## config.mk

```make
export PLATFORM = sky130hd
export DESIGN_NAME = decode_pipe_unit_flat
export DESIGN_NICKNAME = d
export VERILOG_FILES = /design/src/rtl/decode_pipe_unit_if.sv /design/src/rtl/decode_pipe_unit.sv /design/src/flat_wrapper.sv
export SDC_FILE = /design/constraint.sdc
export NUM_CORES = 1
export LEC_CHECK = 0
export CAP_MARGIN = 20
export CORE_MARGIN = 10
export CORE_UTILIZATION = 25
export DETAILED_ROUTE_END_ITERATION = 7
export PLACE_DENSITY = 0.55
export SYNTH_ARGS = -nofsm -noshare
export SYNTH_HDL_FRONTEND = slang
export SYNTH_SLANG_ARGS = --single-unit
```

## constraint.sdc

```tcl
create_clock -name clk -period 7.6 [get_ports clk]
set_input_delay 1.9 -clock clk [delete_from_list [all_inputs] [get_ports clk]]
set_output_delay 1.9 -clock clk [all_outputs]
set_load 0.005 [all_outputs]
```

## src/rtl/decode_pipe_unit_if.sv

```systemverilog
// Fetch-to-execute bus of decode_pipe_unit: instruction handshake in, control bundle handshake out.
// The master side is the fetch/execute environment; the slave side is the decoder.
interface decode_pipe_unit_if #(
    parameter int RA_W   = 5,
    parameter int DATA_W = 32
);
    logic [31:0]       in_instr;
    logic              in_valid;
    logic              in_ready;
    logic              out_valid;
    logic              out_ready;
    logic              resume;
    logic [RA_W-1:0]   reg1;
    logic [RA_W-1:0]   reg2;
    logic [RA_W-1:0]   reg3;
    logic [4:0]        s_r_amount;
    logic [DATA_W-1:0] im_data;
    logic [4:0]        alu_opcode;
    logic [1:0]        jump_mux_signal;
    logic              write_back_on_register_mux_signal;
    logic              alu_input_mux_signal;
    logic              register_write_word_enable;
    logic              register_write_byte_enable;
    logic              memwrite_enable_a;
    logic              memwrite_enable_b;
    logic              memread_enable_a;
    logic              memread_enable_b;
    logic              PC_enable;
    logic              halted;
    logic              illegal;

    modport master (
        output in_instr, in_valid, out_ready, resume,
        input  in_ready, out_valid, reg1, reg2, reg3, s_r_amount, im_data, alu_opcode,
               jump_mux_signal, write_back_on_register_mux_signal, alu_input_mux_signal,
               register_write_word_enable, register_write_byte_enable,
               memwrite_enable_a, memwrite_enable_b, memread_enable_a, memread_enable_b,
               PC_enable, halted, illegal
    );

    modport slave (
        input  in_instr, in_valid, out_ready, resume,
        output in_ready, out_valid, reg1, reg2, reg3, s_r_amount, im_data, alu_opcode,
               jump_mux_signal, write_back_on_register_mux_signal, alu_input_mux_signal,
               register_write_word_enable, register_write_byte_enable,
               memwrite_enable_a, memwrite_enable_b, memread_enable_a, memread_enable_b,
               PC_enable, halted, illegal
    );
endinterface

```

## src/rtl/decode_pipe_unit.sv

```systemverilog
// Purpose: decodes 32-bit instructions into a registered control bundle, with HALT FSM and load-use interlock.
// Latency: 1 cycle from acceptance to out_valid; optional illegal-opcode trap via DECODE_ILLEGAL_TRAP_EN.
// Backpressure: bundle holds while out_valid && !out_ready; in_ready drops on HALT, hazard or a blocked bundle.
module decode_pipe_unit #(
    parameter int RA_W        = 5,
    parameter int DATA_W      = 32,
    parameter int LOAD_SHADOW = 1
) (
    input logic                clk,
    input logic                rst,
    decode_pipe_unit_if.slave  bus
);
    localparam int CNT_W = (LOAD_SHADOW > 1) ? $clog2(LOAD_SHADOW + 1) : 1;

    typedef enum logic {RUN, HALT} state_t;

    typedef struct packed {
        logic [RA_W-1:0]   reg1;
        logic [RA_W-1:0]   reg2;
        logic [RA_W-1:0]   reg3;
        logic [4:0]        shamt;
        logic [DATA_W-1:0] imm;
        logic [4:0]        alu;
        logic [1:0]        jump;
        logic              wb;
        logic              alu_in;
        logic              rf_word;
        logic              rf_byte;
        logic              mw_a;
        logic              mw_b;
        logic              mr_a;
        logic              mr_b;
    } ctrl_t;

    state_t            state_q, state_d;
    ctrl_t             bundle_q, bundle_d, dec;
    logic              out_valid_q, out_valid_d;
    logic              halted_q, halted_d;
    logic              illegal_q, illegal_d;
    logic [CNT_W-1:0]  haz_cnt_q, haz_cnt_d;
    logic [RA_W-1:0]   haz_reg_q, haz_reg_d;

    logic [5:0]        op;
    logic [DATA_W-1:0] imm_ext;
    logic              is_halt, is_load, is_trap;
    logic              run, hazard, in_ready, accept;

    assign op      = bus.in_instr[31:26];
    assign imm_ext = DATA_W'($signed(bus.in_instr[15:0]));

    always_comb begin
        dec     = '0;
        is_halt = 1'b0;
        is_load = 1'b0;
        is_trap = 1'b0;
        if (op == 6'd0) begin
            is_halt = 1'b1;
        end else if (op < 6'd16) begin
            dec.reg3    = RA_W'(bus.in_instr[25:21]);
            dec.reg1    = RA_W'(bus.in_instr[20:16]);
            dec.reg2    = RA_W'(bus.in_instr[15:11]);
            dec.shamt   = bus.in_instr[10:6];
            dec.alu     = {1'b0, op[3:0]};
            dec.rf_word = 1'b1;
            dec.wb      = 1'b1;
        end else if (op < 6'd24) begin
            dec.reg3    = RA_W'(bus.in_instr[25:21]);
            dec.reg1    = RA_W'(bus.in_instr[20:16]);
            dec.imm     = imm_ext;
            dec.rf_word = 1'b1;
            dec.wb      = 1'b1;
            dec.alu_in  = 1'b1;
            case (op[3:0])
                4'd2:    dec.alu = 5'd1;
                4'd3:    dec.alu = 5'd2;
                4'd4:    dec.alu = 5'd3;
                4'd5:    dec.alu = 5'd4;
                4'd6:    dec.alu = 5'd9;
                4'd7:    dec.alu = 5'd10;
                default: dec.alu = 5'd0;
            endcase
        end else if (op < 6'd28) begin
            // reg2 doubles as the store-data source and reg3 as the load destination
            dec.reg1   = RA_W'(bus.in_instr[20:16]);
            dec.reg2   = RA_W'(bus.in_instr[25:21]);
            dec.reg3   = RA_W'(bus.in_instr[25:21]);
            dec.imm    = imm_ext;
            dec.alu    = 5'd1;
            dec.alu_in = 1'b1;
            case (op[1:0])
                2'd0: begin dec.mr_a = 1'b1; dec.rf_word = 1'b1; is_load = 1'b1; end
                2'd1: dec.mw_a = 1'b1;
                2'd2: begin dec.mr_b = 1'b1; dec.rf_byte = 1'b1; is_load = 1'b1; end
                default: dec.mw_b = 1'b1;
            endcase
        end else if (op < 6'd32) begin
            dec.reg1 = RA_W'(bus.in_instr[25:21]);
            dec.reg2 = RA_W'(bus.in_instr[20:16]);
            dec.imm  = imm_ext;
            dec.wb   = 1'b1;
            case (op[1:0])
                2'd0: dec.jump = 2'd3;
                2'd1: dec.jump = 2'd2;
                2'd2: begin dec.jump = 2'd1; dec.alu = 5'd16; end
                default: begin dec.jump = 2'd1; dec.alu = 5'd15; end
            endcase
        end else begin
`ifdef DECODE_ILLEGAL_TRAP_EN
            is_trap = 1'b1;
`endif
        end
    end

    assign run      = (state_q == RUN);
    assign hazard   = bus.in_valid && (haz_cnt_q != '0) && (haz_reg_q != '0) &&
                      ((dec.reg1 == haz_reg_q) || (dec.reg2 == haz_reg_q));
    assign in_ready = run && !hazard && (!out_valid_q || bus.out_ready);
    assign accept   = bus.in_valid && in_ready;

    always_comb begin
        state_d     = state_q;
        bundle_d    = bundle_q;
        out_valid_d = out_valid_q;
        haz_cnt_d   = haz_cnt_q;
        haz_reg_d   = haz_reg_q;
        illegal_d   = illegal_q | (accept && is_trap);

        if (run) begin
            if (accept && (is_halt || is_trap)) state_d = HALT;
        end else if (bus.resume && !illegal_q) begin
            state_d = RUN;
        end
        halted_d = (state_d == HALT);

        if (accept && !is_halt && !is_trap) begin
            bundle_d    = dec;
            out_valid_d = 1'b1;
        end else if (bus.out_ready) begin
            bundle_d    = '0;
            out_valid_d = 1'b0;
        end

        // A stall cycle counts as an issue slot, otherwise the stalled reader could never drain the shadow
        if (accept && is_load) begin
            haz_cnt_d = CNT_W'(LOAD_SHADOW);
            haz_reg_d = dec.reg3;
        end else if ((accept || (run && hazard)) && (haz_cnt_q != '0)) begin
            haz_cnt_d = haz_cnt_q - CNT_W'(1);
        end
    end

    always_ff @(posedge clk) begin
        if (rst) begin
            state_q     <= RUN;
            bundle_q    <= '0;
            out_valid_q <= 1'b0;
            halted_q    <= 1'b0;
            illegal_q   <= 1'b0;
            haz_cnt_q   <= '0;
            haz_reg_q   <= '0;
        end else begin
            state_q     <= state_d;
            bundle_q    <= bundle_d;
            out_valid_q <= out_valid_d;
            halted_q    <= halted_d;
            illegal_q   <= illegal_d;
            haz_cnt_q   <= haz_cnt_d;
            haz_reg_q   <= haz_reg_d;
        end
    end

    assign bus.in_ready                          = in_ready;
    assign bus.out_valid                         = out_valid_q;
    assign bus.PC_enable                         = run && !hazard;
    assign bus.halted                            = halted_q;
    assign bus.reg1                              = bundle_q.reg1;
    assign bus.reg2                              = bundle_q.reg2;
    assign bus.reg3                              = bundle_q.reg3;
    assign bus.s_r_amount                        = bundle_q.shamt;
    assign bus.im_data                           = bundle_q.imm;
    assign bus.alu_opcode                        = bundle_q.alu;
    assign bus.jump_mux_signal                   = bundle_q.jump;
    assign bus.write_back_on_register_mux_signal = bundle_q.wb;
    assign bus.alu_input_mux_signal              = bundle_q.alu_in;
    assign bus.register_write_word_enable        = bundle_q.rf_word;
    assign bus.register_write_byte_enable        = bundle_q.rf_byte;
    assign bus.memwrite_enable_a                 = bundle_q.mw_a;
    assign bus.memwrite_enable_b                 = bundle_q.mw_b;
    assign bus.memread_enable_a                  = bundle_q.mr_a;
    assign bus.memread_enable_b                  = bundle_q.mr_b;
`ifdef DECODE_ILLEGAL_TRAP_EN
    assign bus.illegal                           = illegal_q;
`else
    assign bus.illegal                           = 1'b0;
`endif
endmodule
```

## src/flat_wrapper.sv

```systemverilog
// flat-port wrapper written by rule: the top's interface ports become plain ports
module decode_pipe_unit_flat 
#(
    parameter int RA_W        = 5,
    parameter int DATA_W      = 32,
    parameter int LOAD_SHADOW = 1
)
  (clk, rst, bus_in_instr, bus_in_valid, bus_out_ready, bus_resume, bus_in_ready, bus_out_valid, bus_reg1, bus_reg2, bus_reg3, bus_s_r_amount, bus_im_data, bus_alu_opcode, bus_jump_mux_signal, bus_write_back_on_register_mux_signal, bus_alu_input_mux_signal, bus_register_write_word_enable, bus_register_write_byte_enable, bus_memwrite_enable_a, bus_memwrite_enable_b, bus_memread_enable_a, bus_memread_enable_b, bus_PC_enable, bus_halted, bus_illegal);
  decode_pipe_unit_if #(.RA_W(RA_W), .DATA_W(DATA_W)) bus_i ();
  input logic clk;
  input logic rst;
  input wire logic [$bits(bus_i.in_instr)-1:0] bus_in_instr;
  input wire logic [$bits(bus_i.in_valid)-1:0] bus_in_valid;
  input wire logic [$bits(bus_i.out_ready)-1:0] bus_out_ready;
  input wire logic [$bits(bus_i.resume)-1:0] bus_resume;
  output wire logic [$bits(bus_i.in_ready)-1:0] bus_in_ready;
  output wire logic [$bits(bus_i.out_valid)-1:0] bus_out_valid;
  output wire logic [$bits(bus_i.reg1)-1:0] bus_reg1;
  output wire logic [$bits(bus_i.reg2)-1:0] bus_reg2;
  output wire logic [$bits(bus_i.reg3)-1:0] bus_reg3;
  output wire logic [$bits(bus_i.s_r_amount)-1:0] bus_s_r_amount;
  output wire logic [$bits(bus_i.im_data)-1:0] bus_im_data;
  output wire logic [$bits(bus_i.alu_opcode)-1:0] bus_alu_opcode;
  output wire logic [$bits(bus_i.jump_mux_signal)-1:0] bus_jump_mux_signal;
  output wire logic [$bits(bus_i.write_back_on_register_mux_signal)-1:0] bus_write_back_on_register_mux_signal;
  output wire logic [$bits(bus_i.alu_input_mux_signal)-1:0] bus_alu_input_mux_signal;
  output wire logic [$bits(bus_i.register_write_word_enable)-1:0] bus_register_write_word_enable;
  output wire logic [$bits(bus_i.register_write_byte_enable)-1:0] bus_register_write_byte_enable;
  output wire logic [$bits(bus_i.memwrite_enable_a)-1:0] bus_memwrite_enable_a;
  output wire logic [$bits(bus_i.memwrite_enable_b)-1:0] bus_memwrite_enable_b;
  output wire logic [$bits(bus_i.memread_enable_a)-1:0] bus_memread_enable_a;
  output wire logic [$bits(bus_i.memread_enable_b)-1:0] bus_memread_enable_b;
  output wire logic [$bits(bus_i.PC_enable)-1:0] bus_PC_enable;
  output wire logic [$bits(bus_i.halted)-1:0] bus_halted;
  output wire logic [$bits(bus_i.illegal)-1:0] bus_illegal;
  assign bus_i.in_instr = bus_in_instr;
  assign bus_i.in_valid = bus_in_valid;
  assign bus_i.out_ready = bus_out_ready;
  assign bus_i.resume = bus_resume;
  assign bus_in_ready = bus_i.in_ready;
  assign bus_out_valid = bus_i.out_valid;
  assign bus_reg1 = bus_i.reg1;
  assign bus_reg2 = bus_i.reg2;
  assign bus_reg3 = bus_i.reg3;
  assign bus_s_r_amount = bus_i.s_r_amount;
  assign bus_im_data = bus_i.im_data;
  assign bus_alu_opcode = bus_i.alu_opcode;
  assign bus_jump_mux_signal = bus_i.jump_mux_signal;
  assign bus_write_back_on_register_mux_signal = bus_i.write_back_on_register_mux_signal;
  assign bus_alu_input_mux_signal = bus_i.alu_input_mux_signal;
  assign bus_register_write_word_enable = bus_i.register_write_word_enable;
  assign bus_register_write_byte_enable = bus_i.register_write_byte_enable;
  assign bus_memwrite_enable_a = bus_i.memwrite_enable_a;
  assign bus_memwrite_enable_b = bus_i.memwrite_enable_b;
  assign bus_memread_enable_a = bus_i.memread_enable_a;
  assign bus_memread_enable_b = bus_i.memread_enable_b;
  assign bus_PC_enable = bus_i.PC_enable;
  assign bus_halted = bus_i.halted;
  assign bus_illegal = bus_i.illegal;
  decode_pipe_unit #(.RA_W(RA_W), .DATA_W(DATA_W), .LOAD_SHADOW(LOAD_SHADOW)) u_core (.clk(clk), .rst(rst), .bus(bus_i));
endmodule
```

Word-level counts from Yosys, hierarchy flattened:

Index checks and enable logic that the tools add are counted.

* flip-flop bits (word level): 75
* ROM bits: 0
* bits in latches: 0
* logic and storage cells: 106
* bits in writable memories: 0
* bits of input ports: 37
* output and inout port bits: 72
* memories kept: 0

* add/sub/neg operators: 1
* shift-type cells: 0
* bitwise gates (word level): 1
* $lt $le $gt $ge: 4
* multiplexer cells: 46
* $mul: 0
* eq/ne operators: 10
* div/mod/pow operators: 0
* reductions and logical operators: 25

Operators with widths (number)
* $mux 67: 3
* $mux 37: 2
* $mux 40: 1
* $mux 5: 8
* $mux 32: 1
* $pmux 4 s6: 1
* $mux 1: 20
* $mux 10: 2
* $lt 6x5->1 const B: 3
* $eq 4x3->1 const B: 4
* $mux 15: 1
* $logic_and 1x1->1: 11
* $eq 5x5->1: 2
* $pmux 5 s2: 1
* $eq 4x2->1 const B: 2
* $mux 7: 1
* $logic_not 6->1: 1
* $lt 6x6->1 const B: 1
* $mux 3: 2
* $reduce_bool 5->1: 1
* $mux 2: 2
* $pmux 2 s2: 1
* $reduce_bool 2->1: 2
* $reduce_or 2->1: 2
* 8 further kinds: 12

Logic depth before layout (Yosys ltp):

* word-level depth: 19
* mapped depth: 12
* gate-level depth less buffers: 8

Least setup slack after synthesis:

No wires, ideal clock.

* kind: input to output
* start: input bus_in_instr[28]
* end: output bus_in_ready
* path buffers: 2
* stages on the path: 10
* required time: 5.700 ns
* data arrival time: 3.651 ns
* path slack: 2.049 ns
* cells stage by stage: buf_6 -> and4bb_2 -> buf_4 -> and2_4 -> nor4_1 -> o21a_1 -> o2111a_1 -> a31o_2 -> nor2_1 -> and2_1

* longest elaborated chain between the ends: 12
* elaborated cells on any way between the ends: 18
* those cells by class: order compare: 4; eq/ne: 2; mux: 6; reduce/logical: 6

RTL lines
* start, declared: line flat_wrapper.sv:12 `input wire logic [$bits(bus_i.in_instr)-1:0] bus_in_instr;`
* $lt 6x6->1: line decode_pipe_unit.sv:96 `end else if (op < 6'd32) begin`
* $mux 10: line decode_pipe_unit.sv:96
* $mux 10: line decode_pipe_unit.sv:82 `end else if (op < 6'd28) begin`
* $mux 5: line decode_pipe_unit.sv:66 `end else if (op < 6'd24) begin`
* $mux 15: line decode_pipe_unit.sv:58 `end else if (op < 6'd16) begin`
* $mux 67 *: line decode_pipe_unit.sv:56 `if (op == 6'd0) begin`
* $eq 5x5->1: line decode_pipe_unit.sv:116 `((dec.reg1 == haz_reg_q) || (dec.reg2 == haz_reg_q));`
* $logic_or 1x1->1 *: line decode_pipe_unit.sv:116
* $logic_and 1x1->1 *: line decode_pipe_unit.sv:115 `assign hazard = bus.in_valid && (haz_cnt_q != '0) && (haz_reg_q != '0) &&`
* $logic_not 1->1 *
* $logic_and 1x1->1 *
* via bus_PC_enable: line flat_wrapper.sv:33 `output wire logic [$bits(bus_i.PC_enable)-1:0] bus_PC_enable;`
* $logic_and 1x1->1 *: line decode_pipe_unit.sv:117 `assign in_ready = run && !hazard && (!out_valid_q || bus.out_ready);`
* end, declared: line flat_wrapper.sv:16 `output wire logic [$bits(bus_i.in_ready)-1:0] bus_in_ready;`

The timed path passes the listed nets; every way through them passes the cells marked *.

Worst setup path in the final report:

* start: input bus_in_instr[28]
* end: output bus_in_ready

* longest elaborated chain between the ends: 12
* elaborated cells on any way between the ends: 18
* those cells by class: order compare: 4; eq/ne: 2; mux: 6; reduce/logical: 6

RTL lines (line)
* $lt 6x6->1: decode_pipe_unit.sv:96
* $mux 10: decode_pipe_unit.sv:96
* $mux 10: decode_pipe_unit.sv:82
* $mux 5: decode_pipe_unit.sv:66
* $mux 15: decode_pipe_unit.sv:58
* $mux 67 *: decode_pipe_unit.sv:56
* $eq 5x5->1: decode_pipe_unit.sv:116
* $logic_or 1x1->1 *: decode_pipe_unit.sv:116
* $logic_and 1x1->1 *: decode_pipe_unit.sv:115
* $logic_not 1->1 *: decode_pipe_unit.sv:117
* $logic_and 1x1->1 * (2 in a row): decode_pipe_unit.sv:117

Every way passes the cells marked *; elsewhere a longest branch is shown, timed or not.

==> impl_results.md <==
* Outcome: completed
* Area of the multi-input gates at 1900 um2
* Top_reg_cell synth: dfxtp_1
* CTS Buf Count at 9
* Critical R2R Launch: u_core.haz_reg_q[4]
* Peak supply drop at 0.0000816 V
* Post-Synthesis Cells at 414
* Asr flop ratio synth at 0
* Reg clk slew, reported paths at 50 ps
* Dpl cell area at 4460 um2
* CP Max Fanout at 19
* Vias in the first global route at 3,294
* Placed insts at 654
* Most frequent cells in the layout: 107 x clkdlybuf4s50_1, 75 x nand2_1, 58 x dfxtp_1, 40 x mux2i_1, 19 x o21ai_0
* Setup Skew at 4.03 ps
* Met3 track demand over resource at 0.0330
* FMAX at 137 MHz
* R2R depth at 9
* Setup_tns at 0 ps
* Final period util at 0.959
* Register bit total from synthesis at 58
* PD cells at 183 nW/um2
* Critical path capture point type: output port
* R2r setup slk at 4830 ps
* Post-synth EDFFs at 0
* Core Footprint at 13,300 um2
* Nets at 526
* Slew Viols, Final at 0
* Vias after detailed routing at 3,252
* Total track usage at 0.130
* Die area at 18,700 um2
* Initial DRT Pass Iterations at 4
* Layout fillers at 1,383
* Crit path DAT at 5390 ps
* Final core utilization at 0.360
* CTS max path bufs at 2
* Period minus WS final at 7290 ps
* Busiest grt layer: met2
* Initial antenna violation count at 0
* Dpl hpwl at 9300 um
* Final Hold Fails at 0
* Min-delay worst type: flop to flop
* Max-cap violations at 0
* Slowest CP cell: clkdlybuf4s50_1
* Syn Area/Cell at 8.25 um2
* Die Y at 137 um
* Post-route insts no fill at 669
* Hold Buf Count CTS at 0
* Post_cts resized at 0
* Initial DRC count at 235
* CTS root buf: clkbuf_16
* Yosys top cell area share at 0.340
* Total global routing overflow at 0
* Post-Syn Area at 3410 um2
* # H-tree levels at 3
* Crit path cell chain: clkdlybuf4s50_1 > and3_1 > mux2_4 > inv_1 > a41oi_1 > o21ai_0 > a31o_2 > nor2_1 > and2_1 > clkdlybuf4s50_1
* Cell taking the most area after synthesis: dfxtp_1
* Area grow syn2layout at 40.1%
* Met1 usage at 0.153
* Die width at 137 um
* Antenna fix cells at 0
* # setup viols final at 0
* Critical path data required time at 5700 ps
* Slew @ Worst Pin at 999 ps
* Synthesis warning total at 0
* Slew headroom at 0.332
* CTS sink count at 58
* WHS Endpoint: u_core.bus.im_data[6]
* Hold Startpoint: u_core.bus.im_data[6]
* First-pass GRT wire length at 19,000 um
* Drt wl/cell at 18.3 um
* Top cell by count, worst path: clkdlybuf4s50_1
* Rows at 42
* Antenna Violating Nets Remaining at 0
* Unrepaired setup endpoints after global routing: false
* Reg area at 1160 um2
* Final instance area at 4780 um2
* Top cells by area, synth: dfxtp_1 34%, mux2i_1 12%, nand2_1 8.4%
* Drt drc at 0
* Most common cell after layout, fill and taps aside: clkdlybuf4s50_1
* CP peak stage delay at 900 ps
* Share of layout cells above drive strength 1 at 0.0791
* Post-synthesis sequential area ratio at 0.340
* I/O Buffers at 107
* Worst Hold Depth at 2
* Leakage Power at 1.74 nW
* Post-CTS Setup Repair Bufs at 0
* FF-to-FF End: u_core.bus.im_data[5]
* Largest net degree at the start of global routing at 44
* Worst skew pair latency at 330 ps
* Critical path class: input pin to output port
* Met2 Resource Use GR at 0.220
* Hold WS at 454 ps
* Unique cell type count in the Yosys netlist at 59
* Routed Wire Length at 12,300 um
* Vias per inst at 4.86
* CTS tree: built
* Placer congestion estimate at 0.931
* Syn nets at 451
* Io pins at 109
* Initial Util at 0.257
* Worst Setup Start Kind: input pin
[synthesized netlist by cell type (all sizes together), types with 8 or more instances]
master and number:
inv 8, nand3b 12, nor2 17, mux2i 40, nand2 76, dfxtp 58, buf 35, nand2b 11
clkbuf 17, nor3 11, a21oi 15, o21ai 19
[layer usage]
layer	share of wire	routed length [um]	vias up
met5	0	0	-
met4	0.023	285	0
met3	0.065	795	18
met2	0.49	5980	111
met1	0.42	5200	1530
li1	-	-	1593
[worst max-delay path: cells and delay by family]
| kind | cells | cell delay, ps |
|---|---|---|
| muxes | 1 | 280 |
| and+or+nand+nor | 3 | 990 |
| AOI/OAI and AO/OA | 3 | 770 |
| buffers and inverters | 3 | 1450 |
[logic make-up after synthesis]
group	share of synthesized area
flops	0.340
mux	0.125
compound gates	0.171
buf+inv	0.106
xor+xnor	0.00513
other cells	0.00110
simple gates	0.252
[layout make-up]
class | instances | share of cell area
Clock inverter | 5 | 0.0165
Inverter | 8 | 0.00628
Sequential cell | 58 | 0.243
Clock buffer | 10 | 0.0500
Multi-Input combinational cell | 296 | 0.398
Timing Repair Buffer | 116 | 0.241
Tap cell | 176 | 0.0460
[sequential cells by signal, indices dropped and copies added (netlist names), 2 cells and up]
| signal | flops |
|---|---|
| u_core.bus.alu_opcode | 5 |
| u_core.bus.jump_mux_signal | 2 |
| u_core.bus.reg3 | 5 |
| u_core.haz_reg_q | 5 |
| u_core.bus.reg1 | 5 |
| u_core.bus.s_r_amount | 5 |
| u_core.bus.reg2 | 5 |
| u_core.bus.im_data | 16 |
[through the flow]
stage / power (mW) / setup slack [ps]
5_1_grt: 0.911 / 54.1
3_5_place_dp: 0.448 / 350
4_1_cts: 0.887 / 325
6_report: 0.875 / 308
3_3_place_gp: 0.446 / 496
2_1_floorplan: 0.390 / 2050
[where the power goes]
group	leakage [nW]	internal (mW)	switching [mW]
registers	0.470	0.312	0.00425
logic	1.12	0.0595	0.0658
clock network	0.158	0.293	0.141
total	1.74	0.664	0.211
[how the worst max path moves through the flow]
stage / start / to / depth (start not counted)
after CTS: bus_in_instr[28] / bus_in_ready / 10
after global placement: bus_in_instr[28] / bus_in_ready / 10
after floorplan: bus_in_instr[28] / bus_in_ready / 10
final: bus_in_instr[28] / bus_in_ready / 10
after detailed placement: bus_in_instr[28] / bus_in_ready / 10
after global routing: bus_in_instr[28] / bus_in_ready / 10
No activity file was read; power rests on OpenSTA's default activity.
